File: config.mk
export PLATFORM = sky130hd
export DESIGN_NAME = ball_motion_ctrl_flat
export DESIGN_NICKNAME = d
export VERILOG_FILES = /design/src/rtl/ball_pkg.sv /design/src/rtl/ball_motion_ctrl_if.sv /design/src/rtl/step_tick.sv /design/src/rtl/ball_motion_ctrl.sv /design/src/flat_wrapper.sv
export SDC_FILE = /design/constraint.sdc
export NUM_CORES = 1
export LEC_CHECK = 0
export CORE_ASPECT_RATIO = 1.75
export CORE_MARGIN = 4
export CORE_UTILIZATION = 53
export DETAILED_ROUTE_END_ITERATION = 8
export PLACE_DENSITY = 0.81
export SYNTH_ARGS = -nofsm -noshare
export SYNTH_HDL_FRONTEND = slang
export SYNTH_HIERARCHICAL = 1
export SYNTH_SLANG_ARGS = --single-unit
File: constraint.sdc
create_clock -name clk -period 2.5 [get_ports clk]
set_clock_uncertainty 0.05 [all_clocks]
set_input_delay 0.5 -clock clk [delete_from_list [all_inputs] [get_ports clk]]
set_output_delay 0.5 -clock clk [all_outputs]
set_load 0.05 [all_outputs]
File: src/rtl/ball_pkg.sv
// Shared ball/playfield definitions: FSM states, geometry defaults, direction encodings.
package ball_pkg;

   localparam int unsigned SCREEN_W  = 320;
   localparam int unsigned SCREEN_H  = 240;
   localparam int unsigned BALL_SIZE = 4;
   localparam int unsigned PADDLE_W  = 32;
   localparam int unsigned PADDLE_Y  = 224;

   localparam logic DIR_INC = 1'b1;
   localparam logic DIR_DEC = 1'b0;

   typedef enum logic [2:0] {
      StIdle,
      StServe,
      StMove,
      StStep,
      StCheck,
      StLost,
      StOver
   } state_e;

endpackage

File: src/rtl/ball_motion_ctrl_if.sv
// Signal bundle between the game top / ball_pos and the ball motion sequencer.
interface ball_motion_ctrl_if;

   logic       start;
   logic       pause;
   logic       hit_x;
   logic       hit_y;
   logic [9:0] paddle_x;
   logic [9:0] ball_x;
   logic [9:0] ball_y;

   logic       move_en;
   logic       x_du;
   logic       y_du;
   logic       pos_clr_n;
   logic       paddle_hit;
   logic       ball_lost;
   logic       game_over;
   logic [2:0] lives;

   // Game side: drives requests and ball_pos read-back, observes sequencer outputs.
   modport master (
      output start, pause, hit_x, hit_y, paddle_x, ball_x, ball_y,
      input  move_en, x_du, y_du, pos_clr_n, paddle_hit, ball_lost, game_over, lives
   );

   // Sequencer side.
   modport slave (
      input  start, pause, hit_x, hit_y, paddle_x, ball_x, ball_y,
      output move_en, x_du, y_du, pos_clr_n, paddle_hit, ball_lost, game_over, lives
   );

endinterface

File: src/rtl/step_tick.sv
// Step pacing counter: counts enabled cycles and flags the last one of each period.
module step_tick #(
   parameter int unsigned TickDiv = 4
) (
   input  logic clk_i,
   input  logic rst_ni,
   input  logic clr_i,
   input  logic en_i,
   output logic tc_o
);

   localparam int unsigned   CntW   = (TickDiv > 1) ? $clog2(TickDiv) : 1;
   localparam logic [CntW-1:0] CntMax = CntW'(TickDiv - 1);

   logic [CntW-1:0] cnt_q, cnt_d;

   // Next count: clear wins, wrap at terminal count so a stray extra enable is harmless.
   always_comb begin
      cnt_d = cnt_q;
      if (clr_i) begin
         cnt_d = '0;
      end else if (en_i) begin
         cnt_d = (cnt_q == CntMax) ? '0 : cnt_q + 1'b1;
      end
   end

   // Counter register.
   always_ff @(posedge clk_i or negedge rst_ni) begin
      if (!rst_ni) begin
         cnt_q <= '0;
      end else begin
         cnt_q <= cnt_d;
      end
   end

   assign tc_o = (cnt_q == CntMax);

endmodule

File: src/rtl/ball_motion_ctrl.sv
// Ball motion sequencer: paces ball_pos steps, resolves wall/paddle/brick bounces, tracks lives.
module ball_motion_ctrl #(
   parameter int unsigned SCREEN_W  = ball_pkg::SCREEN_W,
   parameter int unsigned SCREEN_H  = ball_pkg::SCREEN_H,
   parameter int unsigned BALL_SIZE = ball_pkg::BALL_SIZE,
   parameter int unsigned PADDLE_W  = ball_pkg::PADDLE_W,
   parameter int unsigned PADDLE_Y  = ball_pkg::PADDLE_Y,
   parameter int unsigned TICK_DIV  = 250000,
   parameter int unsigned LIVES     = 3
) (
   input logic                clk,
   input logic                resetn,
   ball_motion_ctrl_if.slave  bus_io
);

   import ball_pkg::*;

   // All geometry compares are 11 bits so sums of 10-bit coordinates cannot wrap.
   localparam logic [10:0] LostY     = 11'(SCREEN_H - BALL_SIZE);
   localparam logic [10:0] RightX    = 11'(SCREEN_W - BALL_SIZE);
   localparam logic [10:0] BallSz    = 11'(BALL_SIZE);
   localparam logic [10:0] PadW      = 11'(PADDLE_W);
   localparam logic [10:0] PadY      = 11'(PADDLE_Y);
   localparam logic [2:0]  LivesInit = 3'(LIVES);

   state_e     state_q, state_d;
   logic       x_du_q, x_du_d;
   logic       y_du_q, y_du_d;
   logic       pend_x_q, pend_x_d;
   logic       pend_y_q, pend_y_d;
   logic       paddle_hit_q, paddle_hit_d;
   logic [2:0] lives_q, lives_d;

   logic        tick_tc, tick_en, tick_clr;
   logic [10:0] bx, by, px;
   logic        hit_x_any, hit_y_any, on_paddle;

   assign bx = {1'b0, bus_io.ball_x};
   assign by = {1'b0, bus_io.ball_y};
   assign px = {1'b0, bus_io.paddle_x};

   // A pulse arriving in CHECK itself is folded in so it is consumed by that CHECK.
   assign hit_x_any = pend_x_q | bus_io.hit_x;
   assign hit_y_any = pend_y_q | bus_io.hit_y;

   assign on_paddle = (y_du_q == DIR_INC) && ((by + BallSz) == PadY) &&
                      ((bx + BallSz) > px) && (bx < (px + PadW));

   assign tick_en  = (state_q == StMove) && !bus_io.pause;
   assign tick_clr = (state_q == StServe) || (state_q == StCheck);

   step_tick #(
      .TickDiv (TICK_DIV)
   ) u_step_tick (
      .clk_i  (clk),
      .rst_ni (resetn),
      .clr_i  (tick_clr),
      .en_i   (tick_en),
      .tc_o   (tick_tc)
   );

   // State and datapath registers.
   always_ff @(posedge clk or negedge resetn) begin
      if (!resetn) begin
         state_q      <= StIdle;
         x_du_q       <= DIR_INC;
         y_du_q       <= DIR_INC;
         pend_x_q     <= 1'b0;
         pend_y_q     <= 1'b0;
         paddle_hit_q <= 1'b0;
         lives_q      <= 3'd0;
      end else begin
         state_q      <= state_d;
         x_du_q       <= x_du_d;
         y_du_q       <= y_du_d;
         pend_x_q     <= pend_x_d;
         pend_y_q     <= pend_y_d;
         paddle_hit_q <= paddle_hit_d;
         lives_q      <= lives_d;
      end
   end

   // Next state, direction resolution, hit capture and lives bookkeeping.
   always_comb begin
      state_d      = state_q;
      x_du_d       = x_du_q;
      y_du_d       = y_du_q;
      pend_x_d     = pend_x_q;
      pend_y_d     = pend_y_q;
      paddle_hit_d = 1'b0;
      lives_d      = lives_q;

      if ((state_q == StMove) || (state_q == StStep)) begin
         pend_x_d = hit_x_any;
         pend_y_d = hit_y_any;
      end

      unique case (state_q)
         StIdle: begin
            if (bus_io.start) begin
               lives_d = LivesInit;
               state_d = StServe;
            end
         end
         StServe: begin
            x_du_d   = DIR_INC;
            y_du_d   = DIR_INC;
            pend_x_d = 1'b0;
            pend_y_d = 1'b0;
            state_d  = StMove;
         end
         StMove: begin
            if (!bus_io.pause && tick_tc) begin
               state_d = StStep;
            end
         end
         StStep: begin
            state_d = StCheck;
         end
         StCheck: begin
            pend_x_d = 1'b0;
            pend_y_d = 1'b0;
            if (by >= LostY) begin
               lives_d = lives_q - 3'd1;
               state_d = (lives_q == 3'd1) ? StOver : StLost;
            end else begin
               // Walls take priority over brick hits on the same axis.
               if (bx == 11'd0) begin
                  x_du_d = DIR_INC;
               end else if (bx >= RightX) begin
                  x_du_d = DIR_DEC;
               end else if (hit_x_any) begin
                  x_du_d = ~x_du_q;
               end

               if (by == 11'd0) begin
                  y_du_d = DIR_INC;
               end else if (on_paddle) begin
                  y_du_d       = DIR_DEC;
                  paddle_hit_d = 1'b1;
               end else if (hit_y_any) begin
                  y_du_d = ~y_du_q;
               end
               state_d = StMove;
            end
         end
         StLost: begin
            if (bus_io.start) begin
               state_d = StServe;
            end
         end
         StOver: begin
            if (bus_io.start) begin
               lives_d = LivesInit;
               state_d = StServe;
            end
         end
         default: begin
            state_d = StIdle;
         end
      endcase
   end

   // Outputs: registered values or decoded from the current state only.
   always_comb begin
      bus_io.move_en    = (state_q == StStep);
      bus_io.pos_clr_n  = !((state_q == StIdle) || (state_q == StServe));
      bus_io.ball_lost  = (state_q == StLost);
      bus_io.game_over  = (state_q == StOver);
      bus_io.x_du       = x_du_q;
      bus_io.y_du       = y_du_q;
      bus_io.paddle_hit = paddle_hit_q;
      bus_io.lives      = lives_q;
   end

endmodule

File: src/flat_wrapper.sv
// flat-port wrapper written by rule: the top's interface ports become plain ports
module ball_motion_ctrl_flat import ball_pkg::*;
#(
   parameter int unsigned SCREEN_W  = ball_pkg::SCREEN_W,
   parameter int unsigned SCREEN_H  = ball_pkg::SCREEN_H,
   parameter int unsigned BALL_SIZE = ball_pkg::BALL_SIZE,
   parameter int unsigned PADDLE_W  = ball_pkg::PADDLE_W,
   parameter int unsigned PADDLE_Y  = ball_pkg::PADDLE_Y,
   parameter int unsigned TICK_DIV  = 250000,
   parameter int unsigned LIVES     = 3
)
  (clk, resetn, bus_io_start, bus_io_pause, bus_io_hit_x, bus_io_hit_y, bus_io_paddle_x, bus_io_ball_x, bus_io_ball_y, bus_io_move_en, bus_io_x_du, bus_io_y_du, bus_io_pos_clr_n, bus_io_paddle_hit, bus_io_ball_lost, bus_io_game_over, bus_io_lives);
  ball_motion_ctrl_if bus_io_i ();
  input logic clk;
  input logic resetn;
  input wire logic [$bits(bus_io_i.start)-1:0] bus_io_start;
  input wire logic [$bits(bus_io_i.pause)-1:0] bus_io_pause;
  input wire logic [$bits(bus_io_i.hit_x)-1:0] bus_io_hit_x;
  input wire logic [$bits(bus_io_i.hit_y)-1:0] bus_io_hit_y;
  input wire logic [$bits(bus_io_i.paddle_x)-1:0] bus_io_paddle_x;
  input wire logic [$bits(bus_io_i.ball_x)-1:0] bus_io_ball_x;
  input wire logic [$bits(bus_io_i.ball_y)-1:0] bus_io_ball_y;
  output wire logic [$bits(bus_io_i.move_en)-1:0] bus_io_move_en;
  output wire logic [$bits(bus_io_i.x_du)-1:0] bus_io_x_du;
  output wire logic [$bits(bus_io_i.y_du)-1:0] bus_io_y_du;
  output wire logic [$bits(bus_io_i.pos_clr_n)-1:0] bus_io_pos_clr_n;
  output wire logic [$bits(bus_io_i.paddle_hit)-1:0] bus_io_paddle_hit;
  output wire logic [$bits(bus_io_i.ball_lost)-1:0] bus_io_ball_lost;
  output wire logic [$bits(bus_io_i.game_over)-1:0] bus_io_game_over;
  output wire logic [$bits(bus_io_i.lives)-1:0] bus_io_lives;
  assign bus_io_i.start = bus_io_start;
  assign bus_io_i.pause = bus_io_pause;
  assign bus_io_i.hit_x = bus_io_hit_x;
  assign bus_io_i.hit_y = bus_io_hit_y;
  assign bus_io_i.paddle_x = bus_io_paddle_x;
  assign bus_io_i.ball_x = bus_io_ball_x;
  assign bus_io_i.ball_y = bus_io_ball_y;
  assign bus_io_move_en = bus_io_i.move_en;
  assign bus_io_x_du = bus_io_i.x_du;
  assign bus_io_y_du = bus_io_i.y_du;
  assign bus_io_pos_clr_n = bus_io_i.pos_clr_n;
  assign bus_io_paddle_hit = bus_io_i.paddle_hit;
  assign bus_io_ball_lost = bus_io_i.ball_lost;
  assign bus_io_game_over = bus_io_i.game_over;
  assign bus_io_lives = bus_io_i.lives;
  ball_motion_ctrl #(.SCREEN_W(SCREEN_W), .SCREEN_H(SCREEN_H), .BALL_SIZE(BALL_SIZE), .PADDLE_W(PADDLE_W), .PADDLE_Y(PADDLE_Y), .TICK_DIV(TICK_DIV), .LIVES(LIVES)) u_core (.clk(clk), .resetn(resetn), .bus_io(bus_io_i));
endmodule
==> results.md, run 1 <==
* Status: complete, no violations
* Antenna viol nets, final at 0
* Wirelength per Cell at 15.89 µm
* Minimum clock period at 2.395 ns
* CP Cell Sequence: dlygate4sd2_1 -> nand3_2 -> nor3_2 -> nand3_1 -> xnor2_1 -> ha_1 -> nand3_1 -> or4_1 -> nand4_1 -> nor3b_1 -> and3_1
* XOR/XNOR Fraction of Synth Area at 0.07865
* Number of remaining DRC errors at 0
* Pwr Total at 0.002359 W
* Synth Warn # at 6
* Fin Hold WS at 0.4365 ns
* Crit-path max FO at 2
* Register area share after synthesis at 0.2972
* Vias in the first global route at 2464
* Clk_lat worst skew at 0.28 ns
* GRT overflow at 0
* Top cells by count, synth: 34 x nor2_1, 31 x nand2_1, 27 x dfrtp_1
* PortBufs at 45
* Unrepaired setup endpoints after global routing: no
* Slew @ Worst Pin at 0.5197 ns
* First-pass GRT wire length at 10630 µm
* Mux cell area share after synthesis at 0.004086
* Hold Crit Class: reg -> reg
* Final nets at 429
* Initial antenna violation count at 0
* Largest family of logic cells by synthesized area: simple AND/OR/NAND/NOR gates
* Core area at 4444 µm²
* Layout fillers at 343
* Asr flop ratio synth at 1.000
* Count of cell types in the netlist at 57
* Post-synth net total at 351
* Crit path buf inv count at 1
* Drt total wl at 6688 µm
* Height of the die at 97.94 µm
* Fmax at 0.4176 GHz
* Largest net degree at the start of global routing at 30
* Top-Level Pins at 46
* Yosys top cell area share at 0.2758
* Layout cells sized above 1 at 0.1757
* Post-synth top area cell: dfrtp_1
* CTS HTree Levels at 2
* WP data arrival at 2.51 ns
* Total track usage at 0.2352
* Post-CTS setup buffers at 0
* TritonCTS buffer count at 5
* DR vias at 2471
* Total of max-cap violations at 0
* Fin. Hold Viols at 0
* CTS Sinks at 29
* Crit Path Class: in -> reg
* Area delta synth->final at 32.99%
* Placed cell areas at 3159 µm²
* DR pass1 iterations at 5
* Leakage at 1.492 nW
* Die X at 59.40 µm
* Leading post-synthesis cells by cell area: dfrtp_1 28%, ha_1 12%, nor2_1 5.2%, nand2_1 4.7%, xnor2_1 3.9%
* Largest delay share family, worst path: simple AND/OR/NAND/NOR gates
* Count leader, synth: nor2_1
* Syn Area/Cell at 8.419 µm²
* Vias/cell at 5.869
* Final setup vio count at 0
* Initial DRC Count at 88
* Finished Cell Area at 3258 µm²
* Mapped Area at 2450 µm²
* Detailed Place HPWL at 5287 µm
* Area of the multi-input gates at 1639 µm²
* Top FF cell, synth: dfrtp_1
* Period utilization at 0.9578
* Root buffer cell: clkbuf_8
* Synthesized instance count at 291
* Rows at 32
* Number of synthesized flops with an enable pin at 0
* CTS tree: done
* Critical path endpoint category: flop
* Peak supply drop at 0.7773 mV
* Flip-flop and latch area at 728.2 µm²
* CTS clock-pin slew for the worst setup and hold paths at 0.07 ns
* Compound-Gate Fraction of Synth Area at 0.1629
* Req. time, crit path at 2.62 ns
* Clk buf depth at 2
* Slew margin rel. at 0.6524
* Post-CTS Hold Fix Bufs at 0
* Fin. max-slew vios at 0
* CP max stage cell: or4_1
* Worst stage delay on the critical path at 0.42 ns
* Initial Util at 0.5512
* Post-Synth Adder-Cell Area at 0.1226
* Most frequent CP cell: nand3_1
* Diode count at 0
* Post-synthesis simple-gate area fraction at 0.2896
* CP Launch Type: input pin
* Register bit total from synthesis at 29
* DIE AREA at 5817 µm²
* GP Congestion at 0.9226
* Pwr dens at 724.1 nW/µm²
logic make-up after synthesis:
logic type / count (synthesis)
XOR/XNOR: 22
multiplexers: 1
flip-flops: 29
AND/OR/NAND/NOR: 131
AO/OA/AOI/OAI: 56
buffers and inverters: 28
adder cells (fa/ha/maj): 24
cell type report:
| type | instances | share of cell area |
|---|---|---|
| well taps | 51 | 0.01959 |
| clock buffers | 6 | 0.02227 |
| repair buffers | 75 | 0.2008 |
| clock inverters | 2 | 0.003072 |
| multi-input cells | 234 | 0.5031 |
| flip-flops and latches | 29 | 0.2235 |
| inverters | 24 | 0.02765 |
layout by cell type, fill, tap and decap left out, drive strengths merged, types with 2 or more instances in the layout:
master / n
or3: 2
or2: 2
dfstp: 2
o41ai: 3
nor2: 34
xnor2: 11
buf: 34
or4: 6
a21o: 3
dfrtp: 27
a2111oi: 2
clkbuf: 8
nand2: 31
ha: 24
nor3b: 4
a31oi: 2
and3: 5
clkinv: 2
nor2b: 2
a21oi: 9
dlygate4sd2: 3
nand2b: 2
clkdlybuf4s50: 35
nand4: 7
and4b: 2
o31ai: 2
and4: 4
a211oi: 6
inv: 24
xor2: 11
o211ai: 2
nor4: 3
nand3: 14
o21ai: 16
a211o: 3
nor3: 10
repair_timing:
item / 4_1_cts / 5_1_grt
cloned: 0 / 0
pin swaps: 6 / 0
gates resized for setup: 9 / 7
endpoints found under the setup margin: 2 / 2
hold endpoints to repair: 0 / 0
through the flow:
step             util  TNS [ns]  setup WS, ns  instances
4_1_cts        0.7320         0       0.07945        421
2_1_floorplan       -         0        0.1347        291
6_report       0.7331         0        0.1054        421
3_3_place_gp   0.7109   -0.8863       -0.4463        413
5_1_grt        0.7331         0       0.02529        421
3_5_place_dp   0.7109    -1.054       -0.5491        413
routing by layer:
layer  up-vias  GRT usage  part of all wire  wire [µm]
met5         -          0                 0          0
met4         0     0.1152             0.041        274
met3        26    0.04101             0.054        364
met2        94     0.4364              0.55       3647
met1      1141     0.2363              0.36       2401
li1       1210          -                 -          -
tightest hold or removal path: cells and delay by family, from the launching register on:
family | cells | cell delay [ns]
AND/OR/NAND/NOR | 1 | 0.05
AO/OA/AOI/OAI | 1 | 0.06
flip-flops | 1 | 0.38
flip-flops by register name, summed over array words and instances (netlist names):
register                  count
u_core/u_step_tick/cnt_q     18
u_core/bus_io.lives           3
u_core/state_q                3
u_core/bus_io.paddle_hit      1
u_core/bus_io.x_du            1
u_core/bus_io.y_du            1
u_core/pend_x_q               1
u_core/pend_y_q               1
worst paths after layout:
| path | startpoint | end | slack [ns] | cells after the start |
|---|---|---|---|---|
| setup reg to reg | u_core/state_q[2] | u_core/u_step_tick/cnt_q[13] | 0.26 | 7 |
| hold reg to reg | u_core/bus_io.x_du | u_core/bus_io.x_du | 0.44 | 2 |
| setup / recovery | bus_io_ball_x[6] | u_core/bus_io.paddle_hit | 0.11 | 11 |
| hold / removal | u_core/bus_io.x_du | u_core/bus_io.x_du | 0.44 | 2 |
| max in group asynchronous | resetn | u_core/bus_io.y_du | 1.53 | 2 |
| min in group asynchronous | resetn | u_core/bus_io.lives[1] | 0.55 | 2 |
where the power goes:
group | internal [W] | switching, W | total [W]
Sequential | 0.000577 | 0.000105 | 0.000682
Combinational | 0.000503 | 0.000804 | 0.00131
Clock | 0.000192 | 0.000178 | 0.000370
Total | 0.00127 | 0.00109 | 0.00236
(Power assumes the default switching activity.)
==> run 2, diff against run 1 <==
--- a/config.mk
+++ b/config.mk
@@ -7,9 +7,10 @@
 export LEC_CHECK = 0
 export CORE_ASPECT_RATIO = 1.75
 export CORE_MARGIN = 4
-export CORE_UTILIZATION = 53
+export CORE_UTILIZATION = 45
+export CTS_CLUSTER_DIAMETER = 50
 export DETAILED_ROUTE_END_ITERATION = 8
-export PLACE_DENSITY = 0.81
+export PLACE_DENSITY = 0.7
 export SYNTH_ARGS = -nofsm -noshare
 export SYNTH_HDL_FRONTEND = slang
 export SYNTH_HIERARCHICAL = 1
==> results.md, run 2 (synthesis results as in run 1) <==
* Clk buf depth at 2 (unchanged)
* Unrepaired setup endpoints after global routing: no
* GRT overflow at 0 (unchanged)
* Hold Crit Class: reg -> reg
* Final setup vio count at 0 (unchanged)
* GP Congestion at 0.8599 (-6.8%)
* Pwr Total at 0.002402 W (+1.8%)
* Wirelength per Cell at 15.62 µm (-1.7%)
* Height of the die at 105.6 µm (+7.8%)
* Fmax at 0.4144 GHz (-0.76%)
* First-pass GRT wire length at 11590 µm (+9.0%)
* Fin. max-slew vios at 0 (unchanged)
* Crit Path Class: in -> reg
* Slew @ Worst Pin at 0.4964 ns (-0.02333 ns)
* Leading cell type in the layout, fill and taps excluded: buf_4
* Largest net degree at the start of global routing at 30 (unchanged)
* CP Launch Type: input pin
* Top-Level Pins at 46 (unchanged)
* Req. time, crit path at 2.66 ns (+0.04 ns)
* PortBufs at 45 (unchanged)
* Antenna viol nets, final at 0 (unchanged)
* Number of remaining DRC errors at 0 (unchanged)
* Layout cells sized above 1 at 0.1898 (+0.01416)
* Leakage at 1.520 nW (+1.9%)
* DR pass1 iterations at 4 (-1)
* Layout fillers at 475 (+38%)
* Rows at 35 (+9.4%)
* Pwr dens at 727.9 nW/µm² (+0.52%)
* WP data arrival at 2.57 ns (+0.06 ns)
* Status: complete, no violations
* Clk_lat worst skew at 0.28 ns (about the same)
* Detailed Place HPWL at 5350 µm (+1.2%)
* Largest register FFs at 18 (unchanged)
* Most frequent cells in the layout: 38 x buf_4, 34 x clkdlybuf4s50_1, 33 x nor2_1, 30 x nand2_1, 27 x dfrtp_1
* Initial antenna violation count at 0 (unchanged)
* Minimum clock period at 2.413 ns (+0.01839 ns)
* Biggest register: u_core/u_step_tick/cnt_q
* Area delta synth->final at 34.68%
* Final nets at 433 (+0.93%)
* Utilization after layout at 0.6279 (-0.1053)
* Initial DRC Count at 88 (unchanged)
* Critical path endpoint category: flop
* Setup TNS at 0 ns (unchanged)
* Fin. Hold Viols at 0 (unchanged)
* Diode count at 0 (unchanged)
* Initial Util at 0.4662 (-0.08505)
* Peak supply drop at 0.4463 mV (-43%)
* CTS clock-pin slew for the worst setup and hold paths at 0.06 ns (about the same)
* TritonCTS buffer count at 5 (unchanged)
* DIE AREA at 6735 µm² (+16%)
* Area of the multi-input gates at 1639 µm² (unchanged)
* Flip-flop and latch area at 728.2 µm² (unchanged)
* Die X at 63.78 µm (+7.4%)
* Slew margin rel. at 0.6680 (+0.01560)
* Core area at 5255 µm² (+18%)
* Root buffer cell: clkbuf_8
* CTS HTree Levels at 2 (unchanged)
* Vias/cell at 5.713 (-2.7%)
* Vias in the first global route at 2519 (+2.2%)
* Period utilization at 0.9652 (+0.007355)
* CTS Sinks at 29 (unchanged)
* CTS tree: done
* Drt total wl at 6701 µm (+0.19%)
* Total track usage at 0.2131 (-0.02207)
* Crit-path max FO at 3 (+1)
* DR vias at 2451 (-0.81%)
* Total of max-cap violations at 0 (unchanged)
* Post-CTS Hold Fix Bufs at 0 (unchanged)
[run 2: cell type report]
cell class                 instances  share of cell area
clock inverter                     3            0.005309
inverter                          24             0.02730
sequential                        29              0.2207
tap                               55             0.02086
timing repair buffer              79              0.2082
multi-input combinational        234              0.4968
clock buffer                       5             0.02086
[run 2: metal layers]
| layer | part of all wire | GRT usage | vias to the layer above |
|---|---|---|---|
| met2 | 0.56 | 0.4099 | 55 |
| met4 | 0.021 | 0.07264 | 0 |
| li1 | - | - | 1217 |
| met5 | 0 | 0 | - |
| met3 | 0.036 | 0.03838 | 14 |
| met1 | 0.38 | 0.2247 | 1165 |
[run 2: repair_timing]
action                                  CTS  global route
endpoints found under the setup margin    2             2
gates cloned                              0             0
setup buffers                             3             0
pin swaps                                 8             5
resized for setup                         8            10
[run 2: where the power goes]
group          internal [W]  leakage (nW)  switching [W]
registers          0.000578         0.380      0.0000781
logic              0.000522          1.10       0.000844
clock network      0.000192        0.0439       0.000188
total               0.00129          1.52        0.00111
[run 2: worst max-delay path, stage by stage]
cell and delay [ns]:
clkdlybuf4s50_1 0.51, inv_1 0.08, nor3_1 0.28, xnor2_1 0.12
ha_1 0.29, nand3_1 0.08, nand2_2 0.11, o21ai_2 0.07
a211oi_2 0.26, o21ai_1 0.12, a21oi_1 0.16
[run 2: final timing paths]
| check | cells after the start | endpoint | from | slack (ns) |
|---|---|---|---|---|
| min in group asynchronous | 2 | u_core/bus_io.paddle_hit | resetn | 0.55 |
| max reg2reg | 7 | u_core/u_step_tick/cnt_q[13] | u_core/state_q[0] | 0.32 |
| max in group asynchronous | 2 | u_core/bus_io.y_du | resetn | 1.54 |
| min | 2 | u_core/bus_io.x_du | u_core/bus_io.x_du | 0.45 |
| max | 11 | u_core/bus_io.y_du | bus_io_paddle_x[6] | 0.09 |
| min reg2reg | 2 | u_core/bus_io.x_du | u_core/bus_io.x_du | 0.45 |
[run 2: stage by stage]
stage | area, µm² | hold slack (ns) | cells | setup slack, ns
after floorplan | 2450 | 0.1544 | 291 | 0.1347
after global placement | 3172 | 0.4311 | 418 | -0.5328
after detailed placement | 3172 | 0.4401 | 418 | -0.6422
after CTS | 3289 | 0.4495 | 429 | 0.03734
after global routing | 3299 | 0.4811 | 429 | 0.006896
final | 3299 | 0.4499 | 429 | 0.08701
